$ cat src/rtl/fetch_redirect_unit.sv
// IF stage: owns pc_F, issues in-order imem fetches, buffers responses
// and drives the IF/ID register; a taken decode redirect flushes wrong-path work.
module fetch_redirect_unit #(
  parameter logic [31:0] RESET_PC        = 32'h0000_0000,
  parameter int          FQ_DEPTH        = 2,
  parameter int          MAX_OUTSTANDING = 2
) (
  input  logic        clk,
  input  logic        rst,
  input  logic        PC_src_D,
  input  logic [31:0] PC_Target_D,
  input  logic        stall_D,
  output logic        imem_req_valid,
  input  logic        imem_req_ready,
  output logic [31:0] imem_req_addr,
  input  logic        imem_rsp_valid,
  input  logic [31:0] imem_rsp_data,
  output logic [31:0] instr_D,
  output logic [31:0] PC_D,
  output logic [31:0] PC_plus4_D,
  output logic        valid_D
);

  localparam logic [31:0] NOP = 32'h0000_0013;
  localparam int TAW = (MAX_OUTSTANDING > 1) ? $clog2(MAX_OUTSTANDING) : 1;
  localparam int OCW = $clog2(MAX_OUTSTANDING + 1);
  localparam int FAW = $clog2(FQ_DEPTH);
  localparam int FCW = $clog2(FQ_DEPTH + 1);
  localparam int SW  = ((OCW > FCW) ? OCW : FCW) + 1;
  localparam logic [TAW-1:0] TAG_LAST = TAW'(MAX_OUTSTANDING - 1);
  localparam logic [OCW-1:0] OUT_MAX  = OCW'(MAX_OUTSTANDING);
  localparam logic [SW-1:0]  FQ_CAP   = SW'(FQ_DEPTH);

  logic [31:0]    pc_f;
  logic           epoch;

  logic [31:0]    tag_pc [MAX_OUTSTANDING];
  logic           tag_ep [MAX_OUTSTANDING];
  logic [TAW-1:0] tag_wr;
  logic [TAW-1:0] tag_rd;
  logic [OCW-1:0] out_cnt;
  logic [OCW-1:0] cur_cnt;

  logic [31:0]    fq_pc  [FQ_DEPTH];
  logic [31:0]    fq_ins [FQ_DEPTH];
  logic [FAW-1:0] fq_wr;
  logic [FAW-1:0] fq_rd;
  logic [FCW-1:0] fq_cnt;

  logic           redirect;
  logic           issue;
  logic           rsp_pop;
  logic           rsp_cur;
  logic           rsp_live;
  logic           load;
  logic           use_head;
  logic           bypass;
  logic           fq_push;
  logic [SW-1:0]  credit;
  logic [31:0]    rsp_pc;

  // Redirect, issue credit, response routing and IF/ID source select.
  always_comb begin
    redirect       = PC_src_D && valid_D && !stall_D;
    rsp_pop        = imem_rsp_valid && (out_cnt != '0);
    rsp_cur        = rsp_pop && (tag_ep[tag_rd] == epoch);
    rsp_live       = rsp_cur && !redirect;
    rsp_pc         = tag_pc[tag_rd];
    credit         = SW'(cur_cnt) + SW'(fq_cnt);
    imem_req_valid = !rst && !redirect
                     && (out_cnt < OUT_MAX)
                     && (credit < FQ_CAP);
    imem_req_addr  = pc_f;
    issue          = imem_req_valid && imem_req_ready;
    load           = !stall_D && !redirect;
    use_head       = load && (fq_cnt != '0);
    bypass         = load && (fq_cnt == '0) && rsp_live;
    fq_push        = rsp_live && !bypass;
  end

  // Fetch PC and epoch: restart at the aligned target on redirect.
  always_ff @(posedge clk) begin
    if (rst) begin
      pc_f  <= RESET_PC;
      epoch <= 1'b0;
    end else if (redirect) begin
      pc_f  <= PC_Target_D & ~32'd3;
      epoch <= !epoch;
    end else if (issue) begin
      pc_f  <= pc_f + 32'd4;
    end
  end

  // Tag FIFO pointers and in-flight counters; tags survive redirects.
  always_ff @(posedge clk) begin
    if (rst) begin
      tag_wr  <= '0;
      tag_rd  <= '0;
      out_cnt <= '0;
      cur_cnt <= '0;
    end else begin
      if (issue)
        tag_wr <= (tag_wr == TAG_LAST) ? '0 : tag_wr + 1'b1;
      if (rsp_pop)
        tag_rd <= (tag_rd == TAG_LAST) ? '0 : tag_rd + 1'b1;
      if (issue && !rsp_pop)
        out_cnt <= out_cnt + 1'b1;
      else if (!issue && rsp_pop)
        out_cnt <= out_cnt - 1'b1;
      if (redirect)
        cur_cnt <= '0;
      else if (issue && !rsp_cur)
        cur_cnt <= cur_cnt + 1'b1;
      else if (!issue && rsp_cur)
        cur_cnt <= cur_cnt - 1'b1;
    end
  end

  // Tag storage: address and epoch of each accepted request.
  always_ff @(posedge clk) begin
    if (issue) begin
      tag_pc[tag_wr] <= pc_f;
      tag_ep[tag_wr] <= epoch;
    end
  end

  // Fetch queue control: emptied on reset or redirect.
  always_ff @(posedge clk) begin
    if (rst || redirect) begin
      fq_wr  <= '0;
      fq_rd  <= '0;
      fq_cnt <= '0;
    end else begin
      if (fq_push)
        fq_wr <= fq_wr + 1'b1;
      if (use_head)
        fq_rd <= fq_rd + 1'b1;
      if (fq_push && !use_head)
        fq_cnt <= fq_cnt + 1'b1;
      else if (!fq_push && use_head)
        fq_cnt <= fq_cnt - 1'b1;
    end
  end

  // Fetch queue storage: current-epoch responses not bypassed.
  always_ff @(posedge clk) begin
    if (fq_push) begin
      fq_pc[fq_wr]  <= rsp_pc;
      fq_ins[fq_wr] <= imem_rsp_data;
    end
  end

  // IF/ID register: queue head first, else bypass, else bubble.
  always_ff @(posedge clk) begin
    if (rst || redirect) begin
      valid_D    <= 1'b0;
      instr_D    <= NOP;
      PC_D       <= 32'd0;
      PC_plus4_D <= 32'd4;
    end else if (use_head) begin
      valid_D    <= 1'b1;
      instr_D    <= fq_ins[fq_rd];
      PC_D       <= fq_pc[fq_rd];
      PC_plus4_D <= fq_pc[fq_rd] + 32'd4;
    end else if (bypass) begin
      valid_D    <= 1'b1;
      instr_D    <= imem_rsp_data;
      PC_D       <= rsp_pc;
      PC_plus4_D <= rsp_pc + 32'd4;
    end else if (load) begin
      valid_D    <= 1'b0;
      instr_D    <= NOP;
    end
  end

endmodule
$ cat config.mk
export PLATFORM = sky130hd
export DESIGN_NAME = fetch_redirect_unit
export DESIGN_NICKNAME = d
export VERILOG_FILES = /design/src/rtl/fetch_redirect_unit.sv
export SDC_FILE = /design/constraint.sdc
export NUM_CORES = 1
export LEC_CHECK = 0
export CAP_MARGIN = 25
export CELL_PAD_IN_SITES_DETAIL_PLACEMENT = 2
export CELL_PAD_IN_SITES_GLOBAL_PLACEMENT = 2
export CORE_MARGIN = 4
export CORE_UTILIZATION = 25
export DETAILED_ROUTE_END_ITERATION = 8
export PLACE_DENSITY_LB_ADDON = 0.1
export REMOVE_ABC_BUFFERS = 1
export SLEW_MARGIN = 20
export SYNTH_ARGS = -nofsm -noshare
export SYNTH_HDL_FRONTEND = slang
export SYNTH_SLANG_ARGS = --single-unit
$ cat constraint.sdc
create_clock -name clk -period 14.4 [get_ports clk]
set_input_delay 1.44 -clock clk [delete_from_list [all_inputs] [get_ports clk]]
set_output_delay 1.44 -clock clk [all_outputs]
set_load 0.05 [all_outputs]
==> results_dict.tcl <==
set metrics [dict create \
    area_growth_pct 28.47 \
    cp.arrival_ps 4220 \
    maxCapViolCount 0 \
    syn_area_mm2 0.01397 \
    rsz0062_at_grt "false" \
    hold_path_class "flop to flop" \
    core_area_mm2 0.05520 \
    start_util 0.2531 \
    required_ps 12960 \
    yosys_warnings 0 \
    grt_start_max_net_pins 71 \
    die-area_mm2 0.05974 \
    tightestPinTransition_ps 1004 \
    antenna_found_initial 0 \
    drt_iter0_markers 376 \
    clk_path_buf_depth 3 \
    vdd_drop_max_mv 0.06961 \
    vias 10340 \
    path_class "primary input to output port" \
    wire_per_inst_um 20.22 \
    r2r_slack_ps 10810 \
    status "completed" \
    grt_pass1_vias 11320 \
    p_per_area_mw_per_mm2 189.7 \
    cts_hold_buf 0 \
    numPortBuffers 191 \
    gp_congestion 0.7485 \
    async_reset_ff_frac 0 \
    drive_gt1_frac 0.09085 \
    p_leak_nw 5.810 \
    place_area_mm2 0.01665 \
    ys_top_cells_by_area "edfxtp_1 40%, dfxtp_1 19%, mux2i_1 4.4%" \
    cts_sinks 322 \
    place_ws_ps 8593 \
    chipWidth_um 244.4 \
    yosysTopAreaCell "edfxtp_1" \
    post-route-min-period_ps 5665 \
    synth_edf_count 186 \
    hold_path.startpoint "PC_D[31]$_SDFFE_PP0P_" \
    synth_top_area_frac 0.3997 \
    cts_buffers 40 \
    track_usage 0.1476 \
    clk_pin_slew_worst_paths_ps 60 \
    ys_ff_latch 322 \
    rows 86 \
    ys_types 67 \
    drt_wl_total_um 44730 \
    maxSlewHeadroom 0.3250 \
    diodes 0 \
    worstSetupEndpointType "output port" \
    seq_area_frac_synth 0.5946 \
    cp_max_fo 56 \
    final_common_cell "clkdlybuf4s50_1" \
    setup_viol 0 \
    fin_crit_sh 0.3934 \
    viasPerCell 4.675 \
    cp-start-kind "primary input" \
    synth.avg_cell_area_um2 11.10 \
    grt_pass1_wl_um 69310 \
    tns_ps 0 \
    ios 200 \
    hold-path-endpoint "PC_D[31]$_SDFFE_PP0P_" \
    most-common-layout-cells "190 x clkdlybuf4s50_1, 186 x edfxtp_1, 134 x dfxtp_1, 113 x a21oi_1, 108 x nand2_1" \
    hold_slack_ps 454.8 \
    synthFlopType "edfxtp_1" \
    hold_depth 2 \
    root_buffer "clkbuf_16" \
    fin_skew_ps 8.898 \
    fmax_ghz 0.1765 \
    place_inst 2141 \
    cts_tree "done" \
    die_y_um 244.4 \
    worst_slack_ps 8736 \
    reg2reg_depth 8 \
    final_cells 2212 \
    clk_latency_ps 540 \
    ant_nets 0 \
    post-cts-setup-buffer-count 0 \
    rr_endpoint "fq_ins[1][14]$_DFFE_PP_" \
    nets 1511 \
    netlist_instances 1259 \
    dr.pass1.iters 4 \
    cts.repair.resized 0 \
    h-tree-depth 2 \
    dp_hpwl_um 30020 \
    grt_overflow 0 \
    drc_errors 0 \
    final_cell_area_mm2 0.01795 \
    hold_viol_final 0 \
    finalMaxSlewViolations 0 \
]
[how the worst max path moves through the flow]
stage,start,to,slack (ps),depth (start not counted)
global route,stall_D,imem_req_valid,8440,7
global placement,stall_D,imem_req_valid,8610,7
floorplan,PC_src_D,imem_req_valid,7900,3
finish,stall_D,imem_req_valid,8740,7
detailed placement,stall_D,imem_req_valid,8590,7
CTS,stall_D,imem_req_valid,8570,7
[worst max-delay path: stages]
cell and delay, ps:
buf_2 80, buf_4 380, nand3b_1 170, buf_4 510
nand2b_4 470, nor2b_1 240, clkdlybuf4s50_1 820
[layer usage]
metal / GRT usage / wire length (um) / up-vias
met1: 0.1982 / 21180 / 5138
met2: 0.2464 / 20820 / 194
li1: - / - / 4955
met5: 0 / 0 / -
met4: 0.04061 / 848 / 0
met3: 0.02544 / 1874 / 53
[Yosys cell counts (5+ instances only)]
library cell  number
edfxtp_1         186
dfxtp_1          136
a21oi_1          114
nand2_1          108
nor2_1            96
o21ai_0           81
mux2i_1           62
nand3_1           45
nor3_1            44
clkbuf_1          36
nor2b_1           35
xor2_1            33
a211oi_1          31
xnor2_1           30
buf_2             27
mux2_2            24
nand4_1           19
buf_4             12
nand3b_1           9
and2_1             8
and3_1             8
o211ai_1           8
or3_1              8
inv_1              7
nand2b_1           7
a311oi_1           6
a32o_1             6
a21o_1             5
buf_1              5
[sequential cells by signal, summed over array words and instances (netlist names), named ones only]
name and cells:
fq_wr 1, tag_rd 1, cur_cnt 2, fq_pc 60, tag_ep 2, fq_ins 64
imem_req_addr 30, out_cnt 2, PC_plus4_D 30, fq_rd 1, instr_D 32, tag_wr 1
tag_pc 60, fq_cnt 2, epoch 1, PC_D 30, valid_D 1
[power breakdown]
| part | switching [W] | internal (W) | total [W] |
|---|---|---|---|
| Combinational | 0.000790 | 0.000378 | 0.00117 |
| Sequential | 0.0000948 | 0.00114 | 0.00123 |
| Clock | 0.000392 | 0.000611 | 0.00100 |
| Total | 0.00128 | 0.00213 | 0.00340 |
[cell families after synthesis]
family / count (synthesis) / synth area share
AND/OR/NAND/NOR: 409 / 0.1443
flip-flops: 322 / 0.5946
AO/OA/AOI/OAI: 282 / 0.1209
buffers and inverters: 91 / 0.03170
multiplexers: 86 / 0.06375
XOR/XNOR: 63 / 0.03949
adder cells (fa/ha/maj): 5 / 0.005015
other: 1 / 0.0002684
[area by class of cell]
class / instances / area (um2)
clock buffers: 54 / 1115
clock inverters: 16 / 177.7
fillers: 5929 / 37250
inverters: 8 / 30.03
multi-input cells: 851 / 5313
flip-flops and latches: 322 / 8313
well taps: 748 / 935.9
repair buffers: 213 / 2067
[stage by stage]
stage / total power (W) / util
final: 0.003405 / 0.3252
after global placement: 0.002428 / 0.3016
after global routing: 0.003606 / 0.3252
after detailed placement: 0.002448 / 0.3017
after CTS: 0.003480 / 0.3251
after floorplan: 0.002007 / -
Note: power is estimated with default switching activity, not from simulation.
==> RTL edit, RTL diff (same flow settings) <==
Make the reset (`rst`) asynchronous in 2 clocked blocks.
--- a/src/rtl/fetch_redirect_unit.sv
+++ b/src/rtl/fetch_redirect_unit.sv
@@ -79,7 +79,7 @@
   end
 
   // Fetch PC and epoch: restart at the aligned target on redirect.
-  always_ff @(posedge clk) begin
+  always_ff @(posedge clk or posedge rst) begin
     if (rst) begin
       pc_f  <= RESET_PC;
       epoch <= 1'b0;
@@ -92,7 +92,7 @@
   end
 
   // Tag FIFO pointers and in-flight counters; tags survive redirects.
-  always_ff @(posedge clk) begin
+  always_ff @(posedge clk or posedge rst) begin
     if (rst) begin
       tag_wr  <= '0;
       tag_rd  <= '0;
Formal check against the unedited RTL: differs if rst is asserted again (counterexample within 4 cycles, from zero or initial values and one cycle with rst high); with rst held inactive, the same outputs for 4 cycles.
==> RTL edit against the original RTL <==
  * Final cell count decreased by 0.59%
  * Sequential share of layout area increased by 0.62 points
  * First-iteration DRC count decreased by 14%
  * Global-route usage about the same
  * Sequential cell count decreased by 1
  * Total power increased by 14%
  * Combinational power increased by 25%
  * Count of clock-buffer cells in the layout increased by 10
  * Hold slack improved by 1.2 ps
  * Setup slack improved by 120 ps
  * Cell area increased by 0.65%
  * Wire length decreased by 0.89%
  * Area after synthesis increased by 0.64%
  * Critical endpoint unchanged
  * Largest cell class unchanged
==> RTL edit: results (changes against the original RTL) <==
* Outcome: finished, final reports clean
* Vias in the first global route at 11200 (-1.0%)
* Met3 track demand over resource at 0.0293 (+0.00384)
* Maximum resistive drop on vdd at 79.0 µV (+13%)
* Final #Nets at 1492 (-1.3%)
* Met2 track demand over resource at 0.245 (-0.00162)
* Setup Buffers After CTS at 0 (unchanged)
* Async SR Flop Fraction at 0.115 (+0.115)
* Registers with the highest flip-flop counts: fq_ins x64, fq_pc x60, tag_pc x60
* Longest individual stage delay on the worst path at 850 ps (+30 ps)
* Placer Congestion at 0.728 (-2.8%)
* Clock-pin slew reported for the worst setup and hold paths after clock tree synthesis at 50 ps
* Overall via count from detail_route at 10200 (-1.8%)
* Maximum number of pins on one net before global-route repair at 76 (+7.0%)
* Largest register by flop count: fq_ins
* Hold Crit Start: PC_D[6]
* Number of clock buffers inserted by TritonCTS at 41 (+2.5%)
* Crit Reg-Reg Endpoint: PC_plus4_D[31]
* Length in cells of the worst reg-to-reg path at 8 (unchanged)
* First-pass DRT Iterations at 4 (unchanged)
* DP Wirelength at 29700 µm (-1.0%)
* Worst hold slack at 456 ps (+1.21 ps)
* Leakage power figure at 6.04 nW (+4.0%)
* Fraction of the yosys area taken by sequential cells at 0.602 (+0.00794)
* Met1 Use GR at 0.199 (+0.000965)
* Skew final at 19.9 ps (+11.0 ps)
* Data arrival, critical path at 4100 ps (-120 ps)
* Largest buffer count on any clock path at 3 (unchanged)
* Initial antenna violation count at 0 (unchanged)
* Top post-synthesis cells by area: edfxtp_1 (40%), dfxtp_1 (14%), dfrtp_1 (6.6%)
* Worst slack after detailed placement at 8820 ps (+224 ps)
* Worst skew pair latency at 560 ps (+20 ps)
* Wire length on met3 at 1750 µm (-6.7%)
* Post-synth EDFFs at 186 (unchanged)
* Number of flip-flops in the largest register at 64 (unchanged)
* H-tree depth reported by CTS at 2 (unchanged)
* Routed length on met2 at 20800 µm (-0.25%)
* First-iteration detailed-routing DRC count at 325 (-14%)
* Number of gates resized after CTS at 0 (unchanged)
* Port-buffer cells at 191 (unchanged)
* Largest fanout on the critical path at 63 (+13%)
* Top sig layer: met4
* End point of the worst hold path: PC_D[6]
* Fraction of final layout cells sized beyond drive strength 1 at 0.0937 (+0.00288)
* R2R Setup Slk at 10840 ps (+30 ps)
* Met1 layer wirelength in the final routing at 21100 µm (-0.62%)
* Routed wire per std cell at 20.2 µm (-0.31%)
* Top post-synthesis cells by count: edfxtp_1 (186), nand2_1 (108), dfxtp_1 (98), o21ai_0 (98), a21oi_1 (97)
* Distinct cells, synth at 69 (+3.0%)
* Wire length of the first global-routing pass at 68800 µm (-0.68%)
* Diode insertion count for antenna repair at 0 (unchanged)
* Combined global-route utilization of all metal layers at 0.147 (-0.000417)
* Synthesis Warnings at 0 (unchanged)
* Worst rel slew slack at 0.317 (-0.00795)
==> RTL edit: worst max-delay path: cells and delay by family <==
family / cells / cell delay, ps
and+or+nand+nor: 2 / 610
buffers and inverters: 4 / 1980
==> RTL edit: metrics by stage <==
stage                      util  instances  area (µm²)
after CTS                 0.326       2199       18100
after detailed placement  0.301       2123       16700
final                     0.326       2199       18100
after floorplan               -       1167       13700
after global routing      0.326       2199       18100
after global placement    0.301       2123       16700
==> RTL edit: worst max-delay path by stage <==
stage,start,to,slack [ps],cells past startpoint
after floorplan,stall_D,fq_ins[0][0],5580,2
after global placement,stall_D,imem_req_valid,8820,6
after detailed placement,stall_D,imem_req_valid,8820,6
after CTS,stall_D,imem_req_valid,8790,6
after global routing,stall_D,imem_req_valid,8660,6
final,stall_D,imem_req_valid,8860,6
==> RTL edit: power by group <==
part	leakage (nW)	switching, mW	internal, mW
combinational	2.42	0.986	0.475
clock	0.669	0.402	0.630
sequential	2.95	0.181	1.22
total	6.04	1.57	2.33
==> RTL edit: kinds of logic after synthesis <==
family                     after synthesis  synth area share
buffers and inverters                   97            0.0343
adders and majority gates                4           0.00409
muxes                                   91            0.0666
and+or+nand+nor                        397             0.141
xor gates and xnor gates                68            0.0423
other                                    1          0.000267
DFF                                    321             0.602
AOI/OAI and AO/OA                      264             0.109
==> RTL edit: final cells by class <==
type	instances	area, µm²
clock inverter	12	119
timing repair buffer	208	2040
fill	5925	37300
inverter	16	60.1
sequential	321	8480
multi-input combinational	830	5190
tap	748	936
clock buffer	64	1240
